**config.mk**
```make
export PLATFORM = sky130hd
export DESIGN_NAME = uart_tx
export DESIGN_NICKNAME = d
export VERILOG_FILES = /design/src/rtl/uart_pkg.sv /design/src/rtl/uart_tx_right_piso_reg.sv /design/src/rtl/uart_tx.sv
export SDC_FILE = /design/constraint.sdc
export NUM_CORES = 1
export LEC_CHECK = 0
export ABC_AREA = 1
export CAP_MARGIN = 25
export CELL_PAD_IN_SITES_DETAIL_PLACEMENT = 1
export CELL_PAD_IN_SITES_GLOBAL_PLACEMENT = 1
export CORE_MARGIN = 10
export CORE_UTILIZATION = 41
export CTS_CLUSTER_SIZE = 20
export DETAILED_ROUTE_END_ITERATION = 10
export GPL_ROUTABILITY_DRIVEN = 0
export PLACE_DENSITY_LB_ADDON = 0.15
export SLEW_MARGIN = 20
export SYNTH_ARGS = -nofsm -noshare
export SYNTH_HDL_FRONTEND = slang
export SYNTH_HIERARCHICAL = 1
export SYNTH_SLANG_ARGS = --single-unit
```
**constraint.sdc**
```tcl
create_clock -name clk -period 2.35 [get_ports clk]
set_input_delay 0.47 -clock clk [delete_from_list [all_inputs] [get_ports clk]]
set_output_delay 0.47 -clock clk [all_outputs]
set_load 0.02 [all_outputs]
```
**src/rtl/uart_pkg.sv**
```systemverilog
// Shared UART definitions: FSM encoding, oversample rate and frame defaults.
package uart_pkg;

   localparam int unsigned OVERSAMPLE  = 16;
   localparam int unsigned DBIT_DEF    = 8;
   localparam int unsigned SB_TICK_DEF = 16;

   typedef enum logic [1:0] {
      ST_IDLE  = 2'b00,
      ST_START = 2'b01,
      ST_DATA  = 2'b10,
      ST_STOP  = 2'b11
   } tx_state_e;

   // Counter width able to hold n-1, never narrower than min_w.
   function automatic int unsigned cnt_width(input int unsigned n, input int unsigned min_w);
      int unsigned w;
      w = $clog2(n);
      return (w < min_w) ? min_w : w;
   endfunction

endpackage

```
**src/rtl/uart_tx_right_piso_reg.sv**
```systemverilog
// Parallel-load, right-shift register; transmit-side twin of the receive SIPO.
module right_piso_reg
   import uart_pkg::*;
#(
   parameter int unsigned W = DBIT_DEF
) (
   input  logic         clk,
   input  logic         reset_n,
   input  logic         load,
   input  logic         shift,
   input  logic [W-1:0] din,
   output logic         lsb,
   output logic         lsb_next
);

   logic [W-1:0] q;

   // Load has priority; a shift fills zeros from the top.
   always_ff @(posedge clk or negedge reset_n) begin
      if (!reset_n) begin
         q <= '0;
      end else if (load) begin
         q <= din;
      end else if (shift) begin
         q <= {1'b0, q[W-1:1]};
      end
   end

   // lsb_next lets the line flop pick up the following bit on the shift edge.
   assign lsb      = q[0];
   assign lsb_next = q[1];

endmodule

```
**src/rtl/uart_tx.sv**
```systemverilog
// UART transmitter: start bit, DBIT data bits LSB-first, SB_TICK-tick stop period.
module uart_tx
   import uart_pkg::*;
#(
   parameter int unsigned DBIT    = DBIT_DEF,
   parameter int unsigned SB_TICK = SB_TICK_DEF
) (
   input  logic            clk,
   input  logic            reset_n,
   input  logic            s_tick,
   input  logic            tx_start,
   input  logic [DBIT-1:0] tx_din,
   output logic            tx_busy,
   output logic            tx_done_tick,
   output logic            tx
);

   localparam int unsigned S_W = cnt_width(SB_TICK, 4);
   localparam int unsigned N_W = cnt_width(DBIT, 1);

   tx_state_e        state_q, state_d;
   logic [S_W-1:0]   s_cnt_q, s_cnt_d;
   logic [N_W-1:0]   n_cnt_q, n_cnt_d;
   logic             tx_q, tx_d;
   logic             done_q, done_d;
   logic             busy_q;
   logic             load, shift;
   logic             lsb, lsb_next;

   right_piso_reg #(.W(DBIT)) u_piso (
      .clk      (clk),
      .reset_n  (reset_n),
      .load     (load),
      .shift    (shift),
      .din      (tx_din),
      .lsb      (lsb),
      .lsb_next (lsb_next)
   );

   // State, counters and the line/done/busy flops.
   always_ff @(posedge clk or negedge reset_n) begin
      if (!reset_n) begin
         state_q <= ST_IDLE;
         s_cnt_q <= '0;
         n_cnt_q <= '0;
         tx_q    <= 1'b1;
         done_q  <= 1'b0;
         busy_q  <= 1'b0;
      end else begin
         state_q <= state_d;
         s_cnt_q <= s_cnt_d;
         n_cnt_q <= n_cnt_d;
         tx_q    <= tx_d;
         done_q  <= done_d;
         busy_q  <= (state_d != ST_IDLE);
      end
   end

   // Next-state, counter and next line-level logic.
   always_comb begin
      state_d = state_q;
      s_cnt_d = s_cnt_q;
      n_cnt_d = n_cnt_q;
      tx_d    = tx_q;
      done_d  = 1'b0;
      load    = 1'b0;
      shift   = 1'b0;

      case (state_q)
         ST_IDLE: begin
            tx_d = 1'b1;
            if (tx_start) begin
               load    = 1'b1;
               s_cnt_d = '0;
               state_d = ST_START;
               tx_d    = 1'b0;
            end
         end

         ST_START: begin
            tx_d = 1'b0;
            if (s_tick) begin
               if (s_cnt_q == S_W'(OVERSAMPLE - 1)) begin
                  s_cnt_d = '0;
                  n_cnt_d = '0;
                  state_d = ST_DATA;
                  tx_d    = lsb;
               end else begin
                  s_cnt_d = s_cnt_q + S_W'(1);
               end
            end
         end

         ST_DATA: begin
            tx_d = lsb;
            if (s_tick) begin
               if (s_cnt_q == S_W'(OVERSAMPLE - 1)) begin
                  s_cnt_d = '0;
                  shift   = 1'b1;
                  if (n_cnt_q == N_W'(DBIT - 1)) begin
                     state_d = ST_STOP;
                     tx_d    = 1'b1;
                  end else begin
                     n_cnt_d = n_cnt_q + N_W'(1);
                     tx_d    = lsb_next;
                  end
               end else begin
                  s_cnt_d = s_cnt_q + S_W'(1);
               end
            end
         end

         ST_STOP: begin
            tx_d = 1'b1;
            if (s_tick) begin
               if (s_cnt_q == S_W'(SB_TICK - 1)) begin
                  s_cnt_d = '0;
                  state_d = ST_IDLE;
                  done_d  = 1'b1;
               end else begin
                  s_cnt_d = s_cnt_q + S_W'(1);
               end
            end
         end

         default: begin
            state_d = ST_IDLE;
            tx_d    = 1'b1;
         end
      endcase
   end

   assign tx           = tx_q;
   assign tx_done_tick = done_q;
   assign tx_busy      = busy_q;

endmodule

```
# Word-level counts from Yosys, hierarchy flattened
# Cells that the tools add are included.
# totals
reg_bits	20
in_bits	12
out_inout_bits	3
word_cells	62
# op_classes
addsub	2
n_eq_ne	12
mux	34
n_reduce_logical	7
# ops
cell	n
2-to-1 mux 2 bit	8
2-to-1 mux 8 bit	2
2-to-1 mux 3 bit	5
2-to-1 mux 1 bit	12
2-to-1 mux 4 bit	3
inequality test 2 bit (second input constant)	6
case mux 2 bit (4 select lines)	1
case mux 4 bit (2 select lines)	1
case mux 3 bit (2 select lines)	1
AND reduction 6 bit	1
nonzero test 2 bit	3
adder 4 x 1 -> 4 bit (second input constant)	1
equality test 2 bit (second input constant)	2
equality test 4 bit (second input constant)	1
case mux 1 bit (4 select lines)	1
adder 3 x 1 -> 3 bit (second input constant)	1
equality test 3 bit (second input constant)	1
OR reduction 3 bit	1
equality test 2 x 1 -> 1 bit (second input constant)	1
logical NOT 2 bit	1
inequality test 2 x 1 -> 1 bit (second input constant)	1
AND reduction 2 bit	1

# Logic depth before layout (Yosys ltp)
# Gate-level depths: netlist of run 1.
# logic_depth
word_depth	6
ltp_mapped	8
depth_no_buf	7

# Hierarchy
# Netlist of run 1, hierarchy kept.
# modules_own_cells
module	instances	cells_each	area_each_um2	seq_area_each_um2
uart_tx	1	87	659.4	301.5
right_piso_reg	1	43	376.6	200.2

# Worst setup path after synthesis of run 1
# No wires, ideal clock.
# synth_timing
path_type	reg-to-reg
startpoint	reg s_cnt_q[0]
endpoint	reg u_piso.q[1]
setup_time_ns	0.124
arrival_time_ns	1.200
required_ns	2.226
setup_slack_ns	1.026
stages_incl_launch_ff	8
n_path_buf	1
period_less_slack_ns	1.324
path_cell_list	dfrtp_1 -> ha_1 -> nand4_1 -> nor2_2 -> buf_4 -> nor2_8 -> nand2_1 -> nand3_1
# synth_between
elab_chain_len	5
# synth_lines
item	line_no	rtl
start, declared	uart_tx.sv:22	logic [S_W-1:0] s_cnt_q, s_cnt_d;
start signal, assigned	uart_tx.sv:51	s_cnt_q <= s_cnt_d;
equality test 4 bit	uart_tx.sv:97	if (s_cnt_q == S_W'(OVERSAMPLE - 1)) begin
2-to-1 mux 1 bit	uart_tx.sv:97	
2-to-1 mux 1 bit	uart_tx.sv:96	if (s_tick) begin
2-to-1 mux 1 bit	uart_tx.sv:69	case (state_q)
net shift	uart_tx.sv:27	logic load, shift;
nonzero test 2 bit (no source line)	-	
end signal, assigned	uart_tx_right_piso_reg.sv:23	q <= din;
end signal, assigned	uart_tx_right_piso_reg.sv:25	q <= {1'b0, q[W-1:1]};
end, declared	uart_tx_right_piso_reg.sv:16	logic [W-1:0] q;
# The timed path passes the listed nets, and every way through them passes these cells.
# A chain may end at the register's enable or synchronous reset.

# Final worst setup path of run 1
# layout_timing
startpoint	reg tx_q (netlist: tx)
endpoint	out tx
# layout_lines
item	line_no	rtl
start, declared	uart_tx.sv:24	logic tx_q, tx_d;
start signal, assigned	uart_tx.sv:53	tx_q <= tx_d;
end, declared	uart_tx.sv:15	output logic tx
# No word-level cell between the ends.

==> results.md, run 1 <==
* Result of the run: completed
* Highest Signal Layer: met4
* Post-CTS resize count at 0
* Largest delay contributor family on the critical path: buffers and inverters
* Global-route total usage across every layer at 0.101
* Distinct cells, synth at 20
* Max-cap violations at 0
* Crit. Startpoint: tx
* Detail Placement HPWL at roughly 1.9 mm
* Per-instance average area after synthesis at 7.97 µm²
* RSZ-0062 raised after global routing: no
* Iter 0 DRT Violations at 40
* Headroom to the max-slew limit at 0.701
* Maximum number of pins on one net before global-route repair at 12
* Final count of pins violating max slew at 0
* Net switching share of the total power at 0.294
* H-tree depth reported by CTS at 1
* Die H at 70.3 µm
* Layout cell share with drive strength beyond 1 at 0.0884
* Max incr delay on CP at 0.59 ns
* Endpoint required time on the critical path at 1.88 ns
* # nets final at 163
* Most used flip-flop cell after synthesis: sky130_fd_sc_hd__dfrtp_1
* Top-count cell post-synth: sky130_fd_sc_hd__nand2_1
* Highest-delay cell along the critical path: sky130_fd_sc_hd__clkdlybuf4s50_1
* Final period util at 0.809
* Number of setup buffers added after CTS at 0
* Via count of the first global-routing pass at 984
* Crit Path Max Fanout at 1
* Synth area leaders: sky130_fd_sc_hd__dfrtp_1 46%, sky130_fd_sc_hd__nand2_1 16%, sky130_fd_sc_hd__nand3_1 11%
* TritonCTS Buffers at 3
* Cells along the critical path: clkdlybuf4s50_1
* Minimum clock period at between 1.5 and 2 ns
* Met3 routed wirelength at 78 µm
* Area of the die at 4940 µm²
* Synth Net Count at between 100 and 150
* Register share of total power at 0.543
* Area growth syn-to-layout at 19.2%
* Routed WL per cell at 13.2 µm
* Reg2reg start: state_q[0]
* R2r endpoint: u_piso/q[2]
* Antenna violations before repair at 0
* Starting density of the core at 0.422
* Top cell type's share of synthesized area at 0.459
* Worst reg-to-reg setup slack at between 0.6 and 0.7 ns
* Total I/O pin count at 15
* Static Leak at 0.000635 µW
* Top cells by instance count after synthesis: 44 x sky130_fd_sc_hd__nand2_1, 23 x sky130_fd_sc_hd__nand3_1, 19 x sky130_fd_sc_hd__dfrtp_1
* Endpoint class of the critical path: output pin
* Hold WC Path Type: input port to async pin
* Data arrival time of the critical path at approximately 1.4 ns
* TritonCTS clock tree: done
* Post-synthesis instance area at around 1000 µm²
* FF+latch area at approximately 500 µm²
* Type of the worst setup path: register to output pin
* Maximum ir drop on the vdd rail at 0.354 mV
* Hold-fix buffer count after cts at 0
* Async set-or-reset flop fraction in the synthesized netlist at 1.00
* Number of design rule violations left after detail routing at 0
* Aggregate routed wire length at 2.33 mm
* Actual slew at the worst max-slew pin at 0.447 ns
* Quantity of I/O buffers inserted on ports at 14
* Count of standard-cell rows at 18
* Hold slack final at between 0.4 and 0.5 ns
* Fill count at 318
* Reg2Reg Depth at 6
* Clock power frac at 0.263
* Gate Count Post-Synth at 130
* Net switching power at 229 µW
* Clock latency reported for the late side of the worst-skew pair at 0.30 ns
* Setup Viol. Count Final at 0
* Fraction of the yosys area taken by sequential cells at 0.484
* Cell taking the most area after synthesis: sky130_fd_sc_hd__dfrtp_1
* Width of the chip at 70.3 µm
* Met1 wire length at roughly 1.1 mm
* Total number of vias at 871
* Total internal power at around 550 µW
* Number of detailed-routing iterations run before antenna repair at 4
* Core box area at 2450 µm²
* Maximum clock insertion buffer count at 2
* Count of antenna diodes in the layout at 0
* Startpoint Class: register
* Setup clock skew after layout at 0.00895 ns
* Highest attainable clock frequency at 526 MHz
* Clock slew seen by the registers of the worst setup and hold paths at 0.12 ns
* Via density at around 4.9
* Routed Antenna Nets at 0
* Met2 WL at 1.13 mm
* Combinational power share at 0.193
* Total of flip-flops plus latches after synthesis at 20
* Sum Neg Setup Slack at 0 ns
* First-pass GRT wire length at 4.23 mm
* Worst setup path endpoint: tx
* Area occupied by multi-input gates at about 450 µm²
* Synth Warn # at 6
* Root Buffer: sky130_fd_sc_hd__clkbuf_4
* Grt total ovfl at 0
* Number of enable flip-flop cells after synthesis at 0
* Worst Path Buf+Inv at 1
* PD cells at 631 nW/µm²
* Total clock sinks at 20
* Number of hold violations in the final report at 0
* Number of cells on the critical path at 1
[sequential cells by signal (all words and copies together), names as in the netlist]
name	count
s_cnt_q	4
u_piso/q	8
state_q	2
tx	1
tx_busy	1
tx_done_tick	1
n_cnt_q	3
[power by group through the flow]
stage / logic, µW / clock network (µW) / registers (µW)
after global routing: 177 / 229 / 428
final: 150 / 205 / 423
after detailed placement: 154 / 0 / 429
after floorplan: 101 / 0 / 420
after CTS: 155 / 210 / 422
after global placement: 147 / 0 / 425
[layout make-up]
class	count	share of cell area
sequential	20	0.406
multi-input combinational	92	0.363
timing repair buffer	16	0.126
inverter	15	0.0456
tap	30	0.0304
clock buffer	4	0.0294
[worst min path at each step]
stage               cells after the start   startpoint  slack, ns           to
floorplan                               0      reset_n       0.17   n_cnt_q[0]
global placement                        2   n_cnt_q[2]       0.47   n_cnt_q[2]
detailed placement                      2  u_piso/q[7]       0.47  u_piso/q[7]
CTS                                     1      reset_n       0.47   state_q[1]
global route                            1      reset_n       0.49   n_cnt_q[2]
finish                                  1      reset_n       0.46   state_q[1]
[routing by layer]
metal / vias to the layer above / GRT usage
li1: 447 / -
met1: 410 / 0.116
met2: 12 / 0.173
met3: 2 / 0.0268
met4: 0 / 0.0351
met5: - / 0
[through the flow]
step	util	power [µW]	setup WS [ns]	cells	area, µm²
after floorplan	-	521	1.03	130	1040
after global placement	0.488	572	0.488	173	1200
after detailed placement	0.488	583	0.446	173	1200
after CTS	0.503	786	0.430	177	1230
after global routing	0.503	834	0.398	177	1230
final	0.503	779	0.448	177	1230
[cell families (layout without fill, tap and decap cells)]
logic type      after synthesis  after routing  share of synthesized area
fa+ha+maj                     3              3                     0.0362
xor+xnor                      1              1                    0.00846
buf+inv                      18             35                     0.0833
compound gates                6              6                     0.0326
simple gates                 82             82                      0.355
flops                        20             20                      0.484
[layout by cell type (no fill, tap or decap)]
cell / count
sky130_fd_sc_hd__o21ai_0: 1
sky130_fd_sc_hd__buf_4: 2
sky130_fd_sc_hd__o21ai_2: 1
sky130_fd_sc_hd__clkbuf_4: 3
sky130_fd_sc_hd__nor2_2: 2
sky130_fd_sc_hd__clkbuf_8: 1
sky130_fd_sc_hd__o21ai_1: 2
sky130_fd_sc_hd__dfrtp_1: 19
sky130_fd_sc_hd__inv_2: 2
sky130_fd_sc_hd__inv_1: 13
sky130_fd_sc_hd__dfstp_2: 1
sky130_fd_sc_hd__xor2_1: 1
sky130_fd_sc_hd__nor3b_1: 1
sky130_fd_sc_hd__nand3b_1: 1
sky130_fd_sc_hd__nand3_1: 23
sky130_fd_sc_hd__nor2_8: 1
sky130_fd_sc_hd__nand2_1: 44
sky130_fd_sc_hd__ha_1: 3
sky130_fd_sc_hd__a21oi_1: 2
sky130_fd_sc_hd__clkdlybuf4s50_1: 14
sky130_fd_sc_hd__nand4_1: 1
sky130_fd_sc_hd__nor2_1: 9
(Power assumes the default switching activity.)
==> run 2, diff against run 1 <==
- CORE_UTILIZATION: 41 -> 35
- clock period: 2.35 -> 1.6 ns (I/O delays scaled with it)
==> run 2 against run 1 <==
Sequential power up 48%. Worst hold slack worse by 0.12 ns. Combinational power up 58%. Total power up 49%. Clock-buffer cell count unchanged. Sequential share of layout area down 2.3 points.
==> results.md, run 2 (synthesis results as in run 1) <==
* Largest delay contributor family on the critical path: flip-flops
* Clock slew seen by the registers of the worst setup and hold paths at 0.11 ns (about the same)
* # nets final at 169 (+3.7%)
* Quantity of I/O buffers inserted on ports at 14 (unchanged)
* Via density at 4.79 (-2.7%)
* Crit. Startpoint: tx
* Count of standard-cell rows at 19 (+1)
* Detail Placement HPWL at 1.92 mm (+3.5%)
* Reg2reg start: s_cnt_q[0]
* Number of design rule violations left after detail routing at 0 (unchanged)
* Registers with the highest flip-flop counts: u_piso/q (8), s_cnt_q (4), n_cnt_q (3)
* Total I/O pin count at 15 (unchanged)
* Static Leak at 0.000687 µW (+8.1%)
* Post-route cell area at 1310 µm² (+6.1%)
* Endpoint required time on the critical path at 1.28 ns (-0.60 ns)
* Headroom to the max-slew limit at 0.755 (+0.0538)
* H-tree depth reported by CTS at 1 (unchanged)
* Leading cell types in the layout, fill and taps excluded: 44 x sky130_fd_sc_hd__nand2_1, 23 x sky130_fd_sc_hd__nand3_1, 19 x sky130_fd_sc_hd__dfrtp_1
* Startpoint Class: register
* Hold WC Path Type: input port to async pin
* Via count of the first global-routing pass at 959 (-2.5%)
* Hold-fix buffer count after cts at 0 (unchanged)
* Iter 0 DRT Violations at 25 (-38%)
* Die H at 74.4 µm (+5.9%)
* Starting density of the core at 0.369 (-0.0527)
* Number of detailed-routing iterations run before antenna repair at 3 (-1)
* Minimum clock period at 1.47 ns
* Endpoint class of the critical path: output pin
* Crit Path Max Fanout at 1 (unchanged)
* Antenna violations before repair at 0 (unchanged)
* Routed WL per cell at 12.8 µm (-2.4%)
* Combinational power share at 0.204 (+0.011)
* Total number of vias at 881 (+1.1%)
* Overall Power at 1160 µW (+49%)
* Highest attainable clock frequency at 679 MHz
* Max incr delay on CP at 0.53 ns (-0.06 ns)
* Count of antenna diodes in the layout at 0 (unchanged)
* TritonCTS clock tree: done
* Data arrival time of the critical path at 1.15 ns (-0.28 ns)
* Aggregate routed wire length at 2.36 mm (+1.5%)
* Root Buffer: sky130_fd_sc_hd__clkbuf_4
* TritonCTS Buffers at 3 (unchanged)
* Grt total ovfl at 0 (unchanged)
* Core box area at 2810 µm² (+14%)
* Setup clock skew after layout at 0.00162 ns (-0.00733 ns)
* Clock power frac at 0.257 (-0.006)
* Net switching share of the total power at 0.288 (-0.00595)
* Area growth syn-to-layout at 26.4%
* Global-route total usage across every layer at 0.0965 (-0.00409)
* Reg2Reg Depth at 7 (+1)
* Number of cells on the critical path at 1 (unchanged)
* Setup Viol. Count Final at 0 (unchanged)
* Number of setup buffers added after CTS at 0 (unchanged)
* Final count of pins violating max slew at 0 (unchanged)
* Highest-delay cell along the critical path: sky130_fd_sc_hd__dfstp_2
* Layout cell share with drive strength beyond 1 at 0.137 (+0.0488)
* Actual slew at the worst max-slew pin at 0.365 ns (-0.0818 ns)
* Maximum ir drop on the vdd rail at 0.481 mV (+36%)
* Type of the worst setup path: register to output pin
* R2r endpoint: u_piso/q[2]
* Final period util at 0.920
* Register bank with the most flops: u_piso/q
* Register share of total power at 0.539 (-0.004)
* Most common cell after layout, fill and taps aside: sky130_fd_sc_hd__nand2_1
* Cells along the critical path: dlygate4sd2_1
* Total internal power at 826 µW (+50%)
* PD cells at 885 nW/µm² (+40%)
* Clock latency reported for the late side of the worst-skew pair at 0.30 ns (about the same)
* Non-filler cells, final at 184 (+4.0%)
* Worst Path Buf+Inv at 1 (unchanged)
* Inst Count DP at 180 (+4.0%)
* Net switching power at 334 µW (+46%)
* Number of hold violations in the final report at 0 (unchanged)
* First-pass GRT wire length at 4.20 mm (-0.64%)
* Total clock sinks at 20 (unchanged)
* Fill count at 354 (+11%)
* Area of the die at 5540 µm² (+12%)
* Worst reg-to-reg setup slack at 0.15 ns (-0.53 ns)
* Result of the run: completed
* Placement-stage cell area at 1260 µm² (+4.9%)
* Flip-flop count of the largest register after layout at 8 (unchanged)
* Routed Antenna Nets at 0 (unchanged)
* Width of the chip at 74.4 µm (+5.9%)
* RSZ-0062 raised after global routing: no
* Maximum number of pins on one net before global-route repair at 21 (+9)
* Maximum clock insertion buffer count at 2 (unchanged)
* Max-cap violations at 0 (unchanged)
-- run 2: cell count changes in the layout (fill, tap and decap cells not counted) --
cell	delta
sky130_fd_sc_hd__buf_4	+5
sky130_fd_sc_hd__clkdlybuf4s50_1	-3
sky130_fd_sc_hd__dlymetal6s2s_1	+2
sky130_fd_sc_hd__buf_12	+1
sky130_fd_sc_hd__dlygate4sd2_1	+1
sky130_fd_sc_hd__ha_1	-1
sky130_fd_sc_hd__ha_4	+1
sky130_fd_sc_hd__inv_1	-1
sky130_fd_sc_hd__inv_2	+1
-- run 2: power groups by stage --
stage | clock network, µW | registers (µW) | logic [µW]
final | 298 | 625 | 237
after global routing | 335 | 640 | 282
after CTS | 316 | 619 | 227
after detailed placement | 0 | 629 | 227
after global placement | 0 | 627 | 219
after floorplan | 0 | 617 | 148
-- run 2: per-layer routing --
| metal | GRT usage | wire length, µm |
|---|---|---|
| met5 | 0 | 0 |
| met4 | 0.0441 | 34 |
| met3 | 0.0226 | 82 |
| met2 | 0.169 | 1140 |
| met1 | 0.108 | 1110 |
-- run 2: layout make-up --
| class | instances | area, µm² | area share |
|---|---|---|---|
| clock buffer | 4 | 36.3 | 0.0277 |
| inverter | 15 | 56.3 | 0.0430 |
| timing repair buffer | 22 | 216 | 0.165 |
| tap | 31 | 38.8 | 0.0296 |
| sequential | 20 | 502 | 0.383 |
| multi-input combinational | 92 | 460 | 0.351 |
-- run 2: through the flow --
step / utilization / setup TNS (ns) / hold slack [ns] / setup slack [ns]
after floorplan: - / 0 / 0.0244 / 0.276
after global placement: 0.448 / 0 / 0.470 / 0.00618
after detailed placement: 0.448 / -0.268 / 0.475 / -0.0663
after CTS: 0.461 / 0 / 0.344 / 0.00551
after global routing: 0.467 / 0 / 0.336 / 0.00219
final: 0.467 / 0 / 0.342 / 0.128
-- run 2: what timing repair did --
| item | CTS | global route |
|---|---|---|
| setup endpoints to repair | 1 | 4 |
| pin swaps | 0 | 2 |
| gates resized for setup | 1 | 5 |
-- run 2: how the worst max path moves through the flow --
stage	end	slack, ns
4_1_cts	tx_done_tick	0.006
5_1_grt	u_piso/q[2]	0.002
6_report	tx	0.13
2_1_floorplan	u_piso/q[1]	0.28
3_5_place_dp	u_piso/q[2]	-0.07
3_3_place_gp	u_piso/q[3]	0.006
==> run 3, diff against run 2 <==
- MAX_ROUTING_LAYER: unset -> met4
==> run 3 against run 2 <==
Sequential cell count stayed put. Die area did not move. Sequential share of layout area is the same. Clock-buffer cell count stayed put. Maximum frequency hardly changed. First-iteration DRC count did not move. Largest power group unchanged. Highest routed layer unchanged.
==> results.md, run 3 (synthesis results as in run 1) <==
* Count of antenna diodes in the layout at 0 (unchanged)
* Smallest setup slack after layout at 0.129 ns (+0.00130 ns)
* Met2 GRT Util at 0.169 (unchanged)
* Global-route total usage across every layer at 0.0994 (+0.00292)
* Root Buffer: sky130_fd_sc_hd__clkbuf_4
* Total internal power at 826 µW (about the same)
* Combinational power share at 0.204 (about the same)
* Total clock sinks at 20 (unchanged)
* Die H at 74.4 µm (unchanged)
* First-pass GRT wire length at 4.20 mm (-0.17%)
* Clock latency reported for the late side of the worst-skew pair at 0.30 ns (about the same)
* Net switching share of the total power at 0.288 (-0.000427)
* Total number of vias at 886 (+0.57%)
* Detail Placement HPWL at 1.92 mm (unchanged)
* Crit Path Max Fanout at 1 (unchanged)
* # nets final at 169 (unchanged)
* Startpoint Class: register
* TritonCTS clock tree: done
* Clock power frac at 0.256 (about the same)
* Setup Viol. Count Final at 0 (unchanged)
* Quantity of I/O buffers inserted on ports at 14 (unchanged)
* Final period util at 0.919 (about the same)
* Global-route met1 utilization at 0.109 (+0.000773)
* Number of detailed-routing iterations run before antenna repair at 4 (+1)
* Hold slack final at 0.344 ns (+0.00129 ns)
* Met3 usage in global routing at 0.0213 (-0.00133)
* Total I/O pin count at 15 (unchanged)
* Clock slew seen by the registers of the worst setup and hold paths at 0.11 ns (about the same)
* H-tree depth reported by CTS at 1 (unchanged)
* Endpoint required time on the critical path at 1.28 ns (about the same)
* Flip-flop count of the largest register after layout at 8 (unchanged)
* Number of hold violations in the final report at 0 (unchanged)
* Maximum ir drop on the vdd rail at 0.482 mV (+0.16%)
* Largest delay contributor family on the critical path: flip-flops
* Type of the worst setup path: register to output pin
* Maximum clock insertion buffer count at 2 (unchanged)
* RSZ-0062 raised after global routing: no
* Minimum clock period at 1.47 ns (-0.00130 ns)
* Final count of pins violating max slew at 0 (unchanged)
* Post-Place Setup Slack at -0.0663 ns (unchanged)
* Static Leak at 0.000687 µW (unchanged)
* Leading cell types in the layout, fill and taps excluded: 44 x sky130_fd_sc_hd__nand2_1, 23 x sky130_fd_sc_hd__nand3_1, 19 x sky130_fd_sc_hd__dfrtp_1
* Worst Path Buf+Inv at 1 (unchanged)
* Routed Antenna Nets at 0 (unchanged)
* Via density at 4.82 (+0.57%)
* Maximum number of pins on one net before global-route repair at 21 (unchanged)
* Result of the run: completed
* Most common cell after layout, fill and taps aside: sky130_fd_sc_hd__nand2_1
* Placement-stage cell area at 1260 µm² (unchanged)
* Grt total ovfl at 0 (unchanged)
* Routed WL per cell at 12.8 µm (-0.21%)
* Max incr delay on CP at 0.53 ns (about the same)
* Antenna violations before repair at 0 (unchanged)
* Width of the chip at 74.4 µm (unchanged)
* Starting density of the core at 0.369 (unchanged)
* Aggregate routed wire length at 2.36 mm (-0.21%)
* Number of design rule violations left after detail routing at 0 (unchanged)
* Post-route cell area at 1310 µm² (unchanged)
* Via count of the first global-routing pass at 959 (unchanged)
* Setup clock skew after layout at 0.000689 ns (-0.000933 ns)
* Area growth syn-to-layout at 26.4% (unchanged)
* Register share of total power at 0.540 (about the same)
* Core box area at 2810 µm² (unchanged)
* Post-layout utilization of the core at 0.467 (unchanged)
* Net switching power at 333 µW (-0.21%)
* PD cells at 885 nW/µm² (about the same)
* Fill count at 354 (unchanged)
* Registers with the highest flip-flop counts: u_piso/q (8), s_cnt_q (4), n_cnt_q (3)
* Actual slew at the worst max-slew pin at 0.365 ns (+0.000212 ns)
* Data arrival time of the critical path at 1.15 ns (about the same)
* Non-filler cells, final at 184 (unchanged)
* TritonCTS Buffers at 3 (unchanged)
* Headroom to the max-slew limit at 0.755 (about the same)
* Highest attainable clock frequency at 680 MHz (about the same)
* Highest-delay cell along the critical path: sky130_fd_sc_hd__dfstp_2
* Most Used Layer, Global Route: met2
* Register bank with the most flops: u_piso/q
* Layout cell share with drive strength beyond 1 at 0.137 (unchanged)
* Count of standard-cell rows at 19 (unchanged)
* Endpoint class of the critical path: output pin
* Iter 0 DRT Violations at 25 (unchanged)
* Max-cap violations at 0 (unchanged)
* Inst Count DP at 180 (unchanged)
* Cells along the critical path: dlygate4sd2_1
* Area of the die at 5540 µm² (unchanged)
* Hold WC Path Type: input port to async pin
[run 3: cell counts in the layout (fill, tap and decap cells not counted)]
Identical to the previous run, type by type.
[run 3: timing repair]
action / 4_1_cts / 5_1_grt
pin swaps: 0 / 2
hold buffers: 0 / 0
endpoints found under the setup margin: 1 / 4
cloned: 0 / 0
resized for setup: 1 / 5
buffers inserted: 0 / 0
[run 3: worst paths after layout]
check | to | slack, ns | cells past startpoint | from
min reg2reg | u_piso/q[4] | 0.50 | 2 | u_piso/q[4]
min in group clk | u_piso/q[4] | 0.50 | 2 | u_piso/q[4]
max in group asynchronous | tx | 0.99 | 2 | reset_n
min | tx_done_tick | 0.34 | 2 | reset_n
max reg2reg | u_piso/q[2] | 0.15 | 7 | s_cnt_q[0]
max | tx | 0.13 | 1 | tx
[run 3: layer usage]
metal / part of all wire / routed length, µm
met5: 0 / 0
met4: 0.016 / 37
met1: 0.47 / 1110
met3: 0.029 / 69
met2: 0.48 / 1140
[run 3: final cells by class]
| class | count | area [µm²] | area share |
|---|---|---|---|
| Clock buffer | 4 | 36.3 | 0.0277 |
| Inverter | 15 | 56.3 | 0.0430 |
| Multi-Input combinational cell | 92 | 460 | 0.351 |
| Sequential cell | 20 | 502 | 0.383 |
| Tap cell | 31 | 38.8 | 0.0296 |
| Timing Repair Buffer | 22 | 216 | 0.165 |
[run 3: power groups by stage]
stage	clock network [µW]	registers (µW)	logic (µW)
2_1_floorplan	0	617	148
3_3_place_gp	0	627	219
3_5_place_dp	0	629	227
4_1_cts	316	619	227
5_1_grt	335	640	282
6_report	297	626	237
[run 3: stage by stage]
stage	total power [µW]	setup TNS, ns
after floorplan	765	0
after global placement	846	0
after detailed placement	857	-0.268
after CTS	1160	0
after global routing	1260	0
final	1160	0
